### src/rtl/bcd_timer_ctrl.sv
// bcd_timer_ctrl: run/pause/stop sequencer with tick prescaler, 4-digit BCD count, target compare and lap-hold display.
// Latency: commands act on the next rising edge; first count DIV edges after RUN entry; all outputs registered except disp/done.
// Backpressure: none; start/stop/lap are level-sampled every edge, stop wins over start and over a coincident tick.
//
// Ports:
//   clk     rising-edge clock
//   clr     synchronous active-low reset (overrides every command)
//   start   start from IDLE, resume from PAUSE, restart from DONE
//   stop    pause from RUN, return to IDLE from PAUSE/DONE
//   lap     toggle display freeze while in RUN or PAUSE
//   target  BCD terminal count, 0x0000 free-runs
//   cnt     live BCD count
//   disp    cnt, or the latched lap value while frozen
//   state   00 IDLE, 01 RUN, 10 PAUSE, 11 DONE
//   done    state == DONE
//   ovf     one-cycle pulse after a 9999 -> 0000 wrap
module bcd_timer_ctrl #(
    parameter int DIV = 10
) (
    input  logic        clk,
    input  logic        clr,
    input  logic        start,
    input  logic        stop,
    input  logic        lap,
    input  logic [15:0] target,
    output logic [15:0] cnt,
    output logic [15:0] disp,
    output logic [1:0]  state,
    output logic        done,
    output logic        ovf
);

    // DIV == 1 still needs a 1-bit prescaler; it simply stays at zero.
    localparam int            PW     = (DIV > 1) ? $clog2(DIV) : 1;
    localparam logic [PW-1:0] P_LAST = PW'(DIV - 1);

    typedef enum logic [1:0] {
        S_IDLE  = 2'b00,
        S_RUN   = 2'b01,
        S_PAUSE = 2'b10,
        S_DONE  = 2'b11
    } state_t;

    state_t          state_q,  state_d;
    logic [PW-1:0]   p_q,      p_d;
    logic [15:0]     cnt_q,    cnt_d;
    logic [15:0]     lap_q,    lap_d;
    logic            frozen_q, frozen_d;
    logic            ovf_q,    ovf_d;

    logic            tick;
    logic [3:0]      is_nine;
    logic [3:0]      dig_en;
    logic [15:0]     cnt_inc;
    logic            wrap;

    // Prescaler terminal count while running: this edge advances the count.
    assign tick = (state_q == S_RUN) && (p_q == P_LAST);

    // Ripple-carry digit enables: digit i steps on a tick when every lower
    // digit is 9. wrap is the carry out of digit 3 (9999 -> 0000).
    always_comb begin
        logic carry;
        is_nine = '0;
        dig_en  = '0;
        cnt_inc = cnt_q;
        carry   = tick;
        for (int i = 0; i < 4; i++) begin
            is_nine[i] = (cnt_q[4*i +: 4] == 4'd9);
            dig_en[i]  = carry;
            carry      = carry & is_nine[i];
            if (dig_en[i]) begin
                cnt_inc[4*i +: 4] = is_nine[i] ? 4'd0 : (cnt_q[4*i +: 4] + 4'd1);
            end
        end
        wrap = carry;
    end

    always_comb begin
        state_d  = state_q;
        p_d      = p_q;
        cnt_d    = cnt_q;
        lap_d    = lap_q;
        frozen_d = frozen_q;
        ovf_d    = 1'b0;

        // Lap toggles freeze in RUN/PAUSE. On freeze the pre-increment count
        // is captured, since cnt_q is the value present at this edge.
        if (lap && (state_q == S_RUN || state_q == S_PAUSE)) begin
            frozen_d = ~frozen_q;
            if (!frozen_q) begin
                lap_d = cnt_q;
            end
        end

        case (state_q)
            S_IDLE: begin
                cnt_d = '0;
                p_d   = '0;
                if (start && !stop) begin
                    state_d = S_RUN;
                end
            end
            S_RUN: begin
                if (stop) begin
                    state_d = S_PAUSE;
                end else if (tick) begin
                    p_d   = '0;
                    cnt_d = cnt_inc;
                    // A wrap lands on 0000, which can never equal a live
                    // (non-zero) target, so ovf fires on every wrap.
                    ovf_d = wrap;
                    // cnt_inc is always valid BCD, so a target holding a
                    // digit above 9 can never match and the block free-runs.
                    if (target != 16'h0000 && cnt_inc == target) begin
                        state_d = S_DONE;
                    end
                end else begin
                    p_d = p_q + 1'b1;
                end
            end
            S_PAUSE: begin
                if (stop) begin
                    state_d  = S_IDLE;
                    cnt_d    = '0;
                    p_d      = '0;
                    frozen_d = 1'b0;
                end else if (start) begin
                    // Resume keeps p, so the next tick is DIV-p cycles away.
                    state_d = S_RUN;
                end
            end
            S_DONE: begin
                if (stop) begin
                    state_d  = S_IDLE;
                    cnt_d    = '0;
                    p_d      = '0;
                    frozen_d = 1'b0;
                end else if (start) begin
                    state_d = S_RUN;
                    cnt_d   = '0;
                    p_d     = '0;
                end
            end
            default: begin
                state_d = S_IDLE;
            end
        endcase
    end

    always_ff @(posedge clk) begin
        if (!clr) begin
            state_q  <= S_IDLE;
            p_q      <= '0;
            cnt_q    <= '0;
            lap_q    <= '0;
            frozen_q <= 1'b0;
            ovf_q    <= 1'b0;
        end else begin
            state_q  <= state_d;
            p_q      <= p_d;
            cnt_q    <= cnt_d;
            lap_q    <= lap_d;
            frozen_q <= frozen_d;
            ovf_q    <= ovf_d;
        end
    end

    assign cnt   = cnt_q;
    assign state = state_q;
    assign done  = (state_q == S_DONE);
    assign ovf   = ovf_q;
    assign disp  = frozen_q ? lap_q : cnt_q;

    // Structural invariants: the count stays BCD and the prescaler in range.
    a_cnt_bcd: assert property (@(posedge clk) disable iff (!clr)
        (cnt_q[3:0] <= 4'd9) && (cnt_q[7:4] <= 4'd9) &&
        (cnt_q[11:8] <= 4'd9) && (cnt_q[15:12] <= 4'd9));
    a_p_range: assert property (@(posedge clk) disable iff (!clr) p_q <= P_LAST);

endmodule

### config.mk
export PLATFORM = sky130hd
export DESIGN_NAME = bcd_timer_ctrl
export DESIGN_NICKNAME = d
export VERILOG_FILES = /design/src/rtl/bcd_timer_ctrl.sv
export SDC_FILE = /design/constraint.sdc
export NUM_CORES = 1
export LEC_CHECK = 0
export CORE_ASPECT_RATIO = 1.5
export CORE_UTILIZATION = 55
export CTS_BUF_LIST = sky130_fd_sc_hd__clkbuf_4
export DETAILED_ROUTE_END_ITERATION = 6
export PLACE_DENSITY = 0.92
export REMOVE_ABC_BUFFERS = 1
export SYNTH_ARGS = -nofsm -noshare
export SYNTH_HDL_FRONTEND = slang
export SYNTH_SLANG_ARGS = --single-unit
### constraint.sdc
create_clock -name clk -period 4.2 [get_ports clk]
set_clock_uncertainty 0.15 [all_clocks]
set_input_delay 0.63 -clock clk [delete_from_list [all_inputs] [get_ports clk]]
set_output_delay 0.63 -clock clk [all_outputs]
set_load 0.03 [all_outputs]
==> reports/qor.yml, run 1 <==
sta:
  min_period_ns: 3.15
  worst_slew_pin_slew_ns: 1.12
  final_max_slew_viol_count: 0
  setup_violations: 0
  relSlewSlack_pct: 25.2
  fmax_mhz: 317
  holdWs_ns: 0.376
  setup-tns-final_ns: 0
  rsz0062_at_grt: "no"
  post-route-period-util_pct: 75.0
  hold_viol: 0
critical_path:
  r2r-start: "state[1]"
  rr_worst_depth: 9
  startpoint: "state[1]"
  end_kind: "flop"
  path_class: "reg -> reg"
  rrSetupSlack_ns: 1.05
  crit_end: "state[1]"
  critPathRequiredTime_ns: 4.33
  critPathArrivalTime_ns: 3.28
  start_kind: "flop"
  r2r_end: "state[1]"
  cp_max_fo: 15
power:
  swShare_pct: 35.8
  p_comb_share_pct: 32.1
  vdd_drop_max_mv: 0.292
  switching_power_w: 0.000326
  p_int_w: 0.000585
  seq_power_share_pct: 48.2
  clockPowerShare_pct: 19.6
  power.density_nw_per_um2: 267
  power.leakage_nw: 1.29
logic_synthesis:
  ys_types: 65
  seq_area_frac_synth_pct: 28.5
  syn_area_per_cell_um2: 8.73
  synth_area_um2: 2810
  synth_edf_count: 0
  synth-seq-cells: 40
  synth_ff_type: "dfxtp_1"
  async_flop_share_pct: 0
  ys_warn_count: 0
  syn_inst: 322
finish:
  layout_commonest_cell: "clkdlybuf4s50_1"
  num_antenna_cells: 0
  final_net_count: 406
  finalNonFillerCells: 436
  drive_gt1_share_pct: 7.57
  area_growth_pct: 21.2
  layout_common_cells: "56 x clkdlybuf4s50_1, 40 x dfxtp_1, 29 x o21ai_0, 27 x nand2_1, 23 x mux2i_1"
floorplan:
  core_area_um2: 4890
  die_h_um: 89.5
  num_io_pins: 57
  rows: 31
  dieArea_um2: 5410
  initial_utilization_pct: 57.5
  die_x_um: 60.4
global_route:
  grtUsageTotal_pct: 28.4
  grt_pass1_vias: 2464
  grt_overflow_total: 0
  antenna_found_initial: 0
  grt_pass1_wl_um: 11600
  grt_max_degree: 27
placement:
  portBuffers: 56
  hpwlAfterDp_um: 5240
  place_inst: 429
  routabilityCongestion: 0.967
clocking:
  numClockSinks: 40
  tritoncts: "done"
  clk_latency_ns: 0.34
  cts.htree.levels: 2
  root_buffer: "clkbuf_4"
  cts_setup_buffers: 0
  numCtsBuffers: 5
  cts_resized: 0
  cts_hold_buf: 0
  clockBufferDepth: 2
  clk_pin_slew_ns: 0.11
drt:
  viasPerCell: 6.15
  first_iter_violations: 124
  top_layer_used: "met4"
  drtPass1Iterations: 4
  vias: 2683
  drcViolationCount: 0
  wl_met3_um: 368
  routedWlPerCell_um: 16.6
  met2_wirelength_um: 3770
  m1WireLength_um: 2910
  ant_nets: 0
  wl_um: 7260
job:
  drv_cap: 0
worst_hold_path:
  min_path_type: "reg -> reg"
status:
  status: "finished, final reports clean"
cell usage after synthesis (4+ instances only):
master    number  area (um^2)
and2_1         4         25.0
dfxtp_1       40          801
mux2i_1       23          230
xnor2_1        7         61.3
xor2_1         8         70.1
mux2_2        12          135
a32o_1         4         40.0
nor2b_1       18          113
a21oi_1       11         55.1
ha_1          15          188
a22o_1         5         43.8
nand2_1       27          101
buf_2          4         20.0
nand3_1        5         25.0
clkbuf_1       5         18.8
inv_1         13         48.8
o21ai_0       29          145
nor2_1        18         67.6
nor4_1         7         43.8
cells by family after synthesis:
family	Yosys count	synth area share, %
simple gates	109	23.2
compound gates	79	18.7
flops	40	28.5
mux	35	13.0
buf+inv	29	5.25
xor+xnor	15	4.68
fa+ha+maj	15	6.68
metal layers:
metal	global-route usage, %	vias up
li1	-	1272
met1	33.1	1273
met2	49.7	116
met3	3.62	22
met4	14.2	0
met5	0	-
worst min-delay path by stage:
| stage | start | endpoint | slack (ns) | cells past startpoint |
|---|---|---|---|---|
| after floorplan | lap_q[0] | lap_q[0] | 0.33 | 2 |
| after global placement | lap_q[11] | lap_q[11] | 0.34 | 2 |
| after detailed placement | lap_q[0] | lap_q[0] | 0.36 | 2 |
| after CTS | lap_q[0] | lap_q[0] | 0.38 | 2 |
| after global routing | lap_q[10] | lap_q[10] | 0.40 | 2 |
| final | lap_q[0] | lap_q[0] | 0.38 | 2 |
power by group through the flow:
stage                     clock [W]  sequential, W  combinational [W]
after floorplan                   0       0.000446           0.000187
after global placement            0       0.000446           0.000280
after detailed placement          0       0.000447           0.000288
after CTS                  0.000183       0.000439           0.000290
after global routing       0.000195       0.000444           0.000319
final                      0.000179       0.000439           0.000293
flip-flops by register name, summed over array words and instances, names as in the netlist:
| register | count |
|---|---|
| cnt | 16 |
| lap_q | 16 |
| p_q | 4 |
| state | 2 |
| frozen_q | 1 |
| ovf | 1 |
metrics by stage:
| stage | instance area, um^2 | utilization [%] | power [W] | setup slack (ns) |
|---|---|---|---|---|
| after floorplan | 2710 | - | 0.000633 | 1.30 |
| after global placement | 3360 | 68.8 | 0.000726 | 1.10 |
| after detailed placement | 3360 | 68.8 | 0.000735 | 1.01 |
| after CTS | 3410 | 69.7 | 0.000913 | 1.08 |
| after global routing | 3410 | 69.7 | 0.000958 | 0.703 |
| final | 3410 | 69.7 | 0.000910 | 1.05 |
worst max-delay path, cell delays in order, from the launching register on:
cell	delay, ns
dfxtp_1	0.37
inv_1	0.13
ha_1	0.29
and4b_1	0.66
nand3_4	0.22
o311a_1	0.36
nor4_2	0.26
nand4_1	0.14
o31ai_2	0.30
mux2i_1	0.22
area by class of cell:
| class | count | area [um^2] |
|---|---|---|
| clock buffer | 5 | 37.5 |
| sequential | 40 | 801 |
| timing repair buffer | 57 | 568 |
| inverter | 13 | 48.8 |
| tap | 66 | 82.6 |
| fill | 428 | 1480 |
| clock inverter | 2 | 7.51 |
| multi-input combinational | 253 | 1860 |
Power figures use the tool's default switching activity.
==> run 2: changes to the inputs <==
Settings changed: CORE_UTILIZATION 55 to 48, PLACE_DENSITY 0.92 to 0.85.
Clock period 4.2 ns to 2.8 ns, I/O delays scaled along.
==> reports/qor.yml, run 2 (synthesized netlist as in run 1, its figures left out) <==
status:
  status: "finished, final reports clean"  # unchanged
floorplan:
  rows: 33  # was 31
  die_h_um: 95.7  # was 89.5 um
  initial_utilization_pct: 50.8  # was 57.5%
  core_area_um2: 5530  # was 4890 um^2
  dieArea_um2: 6170  # was 5410 um^2
  num_io_pins: 57  # unchanged
  die_x_um: 64.5  # was 60.4 um
critical_path:
  path_class: "reg -> reg"  # unchanged
  cp_num_cells: 10  # was 9
  cpPeakStageDelay_ns: 0.34  # was 0.66 ns
  critPathBufInv: 2  # was 1
  end_kind: "flop"  # unchanged
  critPathArrivalTime_ns: 2.75  # was 3.28 ns
  cp_top_family: "simple AND/OR/NAND/NOR gates"  # unchanged
  cp_max_fo: 15  # unchanged
  critPathRequiredTime_ns: 2.94  # was 4.33 ns
  critPathSlowestCell: "dfxtp_1"  # was and4b_1
  start_kind: "flop"  # unchanged
  crit_path_cell_trace: "inv_1 > ha_2 > and4b_1 > buf_12 > nand3_4 > o311a_1 > nor4_2 > nand4_1 > o31ai_4 > mux2i_1"  # was inv_1 > ha_1 > and4b_1 > nand3_4 > o311a_1 > nor4_2 > nand4_1 > o31ai_2 > mux2i_1
  rr_worst_depth: 10  # was 9
placement:
  routabilityCongestion: 0.989  # was 0.967
  hpwlAfterDp_um: 5530  # was 5240 um
  portBuffers: 56  # unchanged
  pre_cts_ws_ns: -0.0560  # was 1.01 ns
  place_inst: 452  # was 429
global_route:
  grt.met2_usage_pct: 44.5  # was 49.7%
  grt_max_degree: 26  # was 27
  use_met3_pct: 3.20  # was 3.62%
  grt_overflow_total: 0  # unchanged
  busiest_layer: "met2"  # unchanged
  grtUsageTotal_pct: 25.4  # was 28.4%
  grt_pass1_wl_um: 12300  # was 11,600 um
  antenna_found_initial: 0  # unchanged
  grt_pass1_vias: 2697  # was 2,464
  use_met1_pct: 29.8  # was 33.1%
sta:
  worst_slack_ns: 0.189  # was 1.05 ns
  relSlewSlack_pct: 67.1  # was 25.2%
  fmax_mhz: 383  # was 317 MHz
  setup_violations: 0  # unchanged
  min_period_ns: 2.61  # was 3.15 ns
  post-route-period-util_pct: 93.3  # was 75.0%
  worst_slew_pin_slew_ns: 0.494  # was 1.12 ns
  hold_viol: 0  # unchanged
  setup-tns-final_ns: 0  # unchanged
  final_max_slew_viol_count: 0  # unchanged
drt:
  vias: 2783  # was 2,683
  drcViolationCount: 0  # unchanged
  first_iter_violations: 271  # was 124
  wl_um: 7640  # was 7260 um
  drtPass1Iterations: 5  # was 4
  ant_nets: 0  # unchanged
  viasPerCell: 6.00  # was 6.15
  routedWlPerCell_um: 16.5  # was 16.6 um
finish:
  finalNonFillerCells: 464  # was 436
  num_antenna_cells: 0  # unchanged
  area_growth_pct: 30.1  # was 21.2%
  final_util_pct: 66.1  # was 69.7%
  layout_common_cells: "56 x clkdlybuf4s50_1, 38 x dfxtp_1, 28 x o21ai_0, 27 x nand2_1, 23 x mux2i_1"  # was 56 x clkdlybuf4s50_1, 40 x dfxtp_1, 29 x o21ai_0, 27 x nand2_1, 23 x mux2i_1
  layout_commonest_cell: "clkdlybuf4s50_1"  # unchanged
  drive_gt1_share_pct: 15.7  # was 7.57%
  final_net_count: 429  # was 406
worst_hold_path:
  min_path_type: "reg -> reg"  # unchanged
  min_path_cells: 2  # unchanged
power:
  power.density_nw_per_um2: 392  # was 267 nW/um^2
  vdd_drop_max_mv: 0.380  # was 0.292 mV
  power.leakage_nw: 1.42  # was 1.29 nW
clocking:
  clockBufferDepth: 2  # unchanged
  root_buffer: "clkbuf_4"  # unchanged
  clk_pin_slew_ns: 0.12  # was 0.11 ns
  clk_latency_ns: 0.35  # was 0.34 ns
  cts.htree.levels: 2  # unchanged
  numClockSinks: 40  # unchanged
  tritoncts: "done"  # unchanged
  numCtsBuffers: 5  # unchanged
job:
  drv_cap: 0  # unchanged
-- run 2: changes by cell type in the layout (fill, tap and decap cells not counted), moves of 2 or more --
cell / before / now
dfxtp_1: 40 / 38
ha_2: 0 / 2
dfxtp_2: 0 / 2
clkinv_2: 0 / 2
buf_12: 0 / 2
ha_1: 15 / 13
buf_4: 1 / 22
and3b_1: 3 / 1
-- run 2: final timing paths --
| kind | start | end | slack, ns |
|---|---|---|---|
| setup / recovery | state[1] | state[1] | 0.19 |
| hold / removal | state[0] | state[0] | 0.35 |
| setup reg to reg | state[1] | state[1] | 0.19 |
| hold reg to reg | state[0] | state[0] | 0.35 |
-- run 2: layer usage --
metal / routed length, um / up-vias
li1: - / 1312
met2: 3860 / 115
met3: 406 / 28
met1: 3100 / 1328
met4: 278 / 0
met5: 0 / -
-- run 2: report_power, final --
| part | switching (W) | internal [W] | total (W) | leakage [nW] |
|---|---|---|---|---|
| sequential | 0.0000245 | 0.000596 | 0.000620 | 0.323 |
| clock | 0.000197 | 0.0000923 | 0.000290 | 0.0324 |
| combinational | 0.000299 | 0.000226 | 0.000525 | 1.06 |
-- run 2: metrics by stage --
| step | instance area [um^2] | power [W] | hold WS [ns] |
|---|---|---|---|
| global route | 3660 | 0.00150 | 0.379 |
| global placement | 3520 | 0.00112 | 0.338 |
| finish | 3660 | 0.00143 | 0.355 |
| floorplan | 2710 | 0.000949 | 0.327 |
| detailed placement | 3520 | 0.00113 | 0.354 |
| CTS | 3570 | 0.00141 | 0.381 |
-- run 2: what timing repair did --
| action | 4_1_cts | 5_1_grt |
|---|---|---|
| gates resized for setup | 0 | 13 |
| hold endpoints to repair | 0 | 0 |
| setup buffers | 0 | 4 |
| setup endpoints to repair | 0 | 2 |
| hold buffers | 0 | 0 |
-- run 2: worst register-to-register path: cells and delay by family, from the launching register on --
kind,cells,cell delay (ns)
AND/OR/NAND/NOR,4,0.79
AO/OA/AOI/OAI,2,0.59
flip-flops,1,0.34
buffers and inverters,2,0.24
adder cells (fa/ha/maj),1,0.23
multiplexers,1,0.21
-- run 2: cell type report --
| cell class | count | area [um^2] |
|---|---|---|
| Sequential cell | 40 | 803 |
| Timing Repair Buffer | 80 | 766 |
| Clock inverter | 3 | 13.8 |
| Fill cell | 461 | 1880 |
| Clock buffer | 5 | 37.5 |
| Inverter | 13 | 48.8 |
| Tap cell | 70 | 87.6 |
| Multi-Input combinational cell | 253 | 1900 |
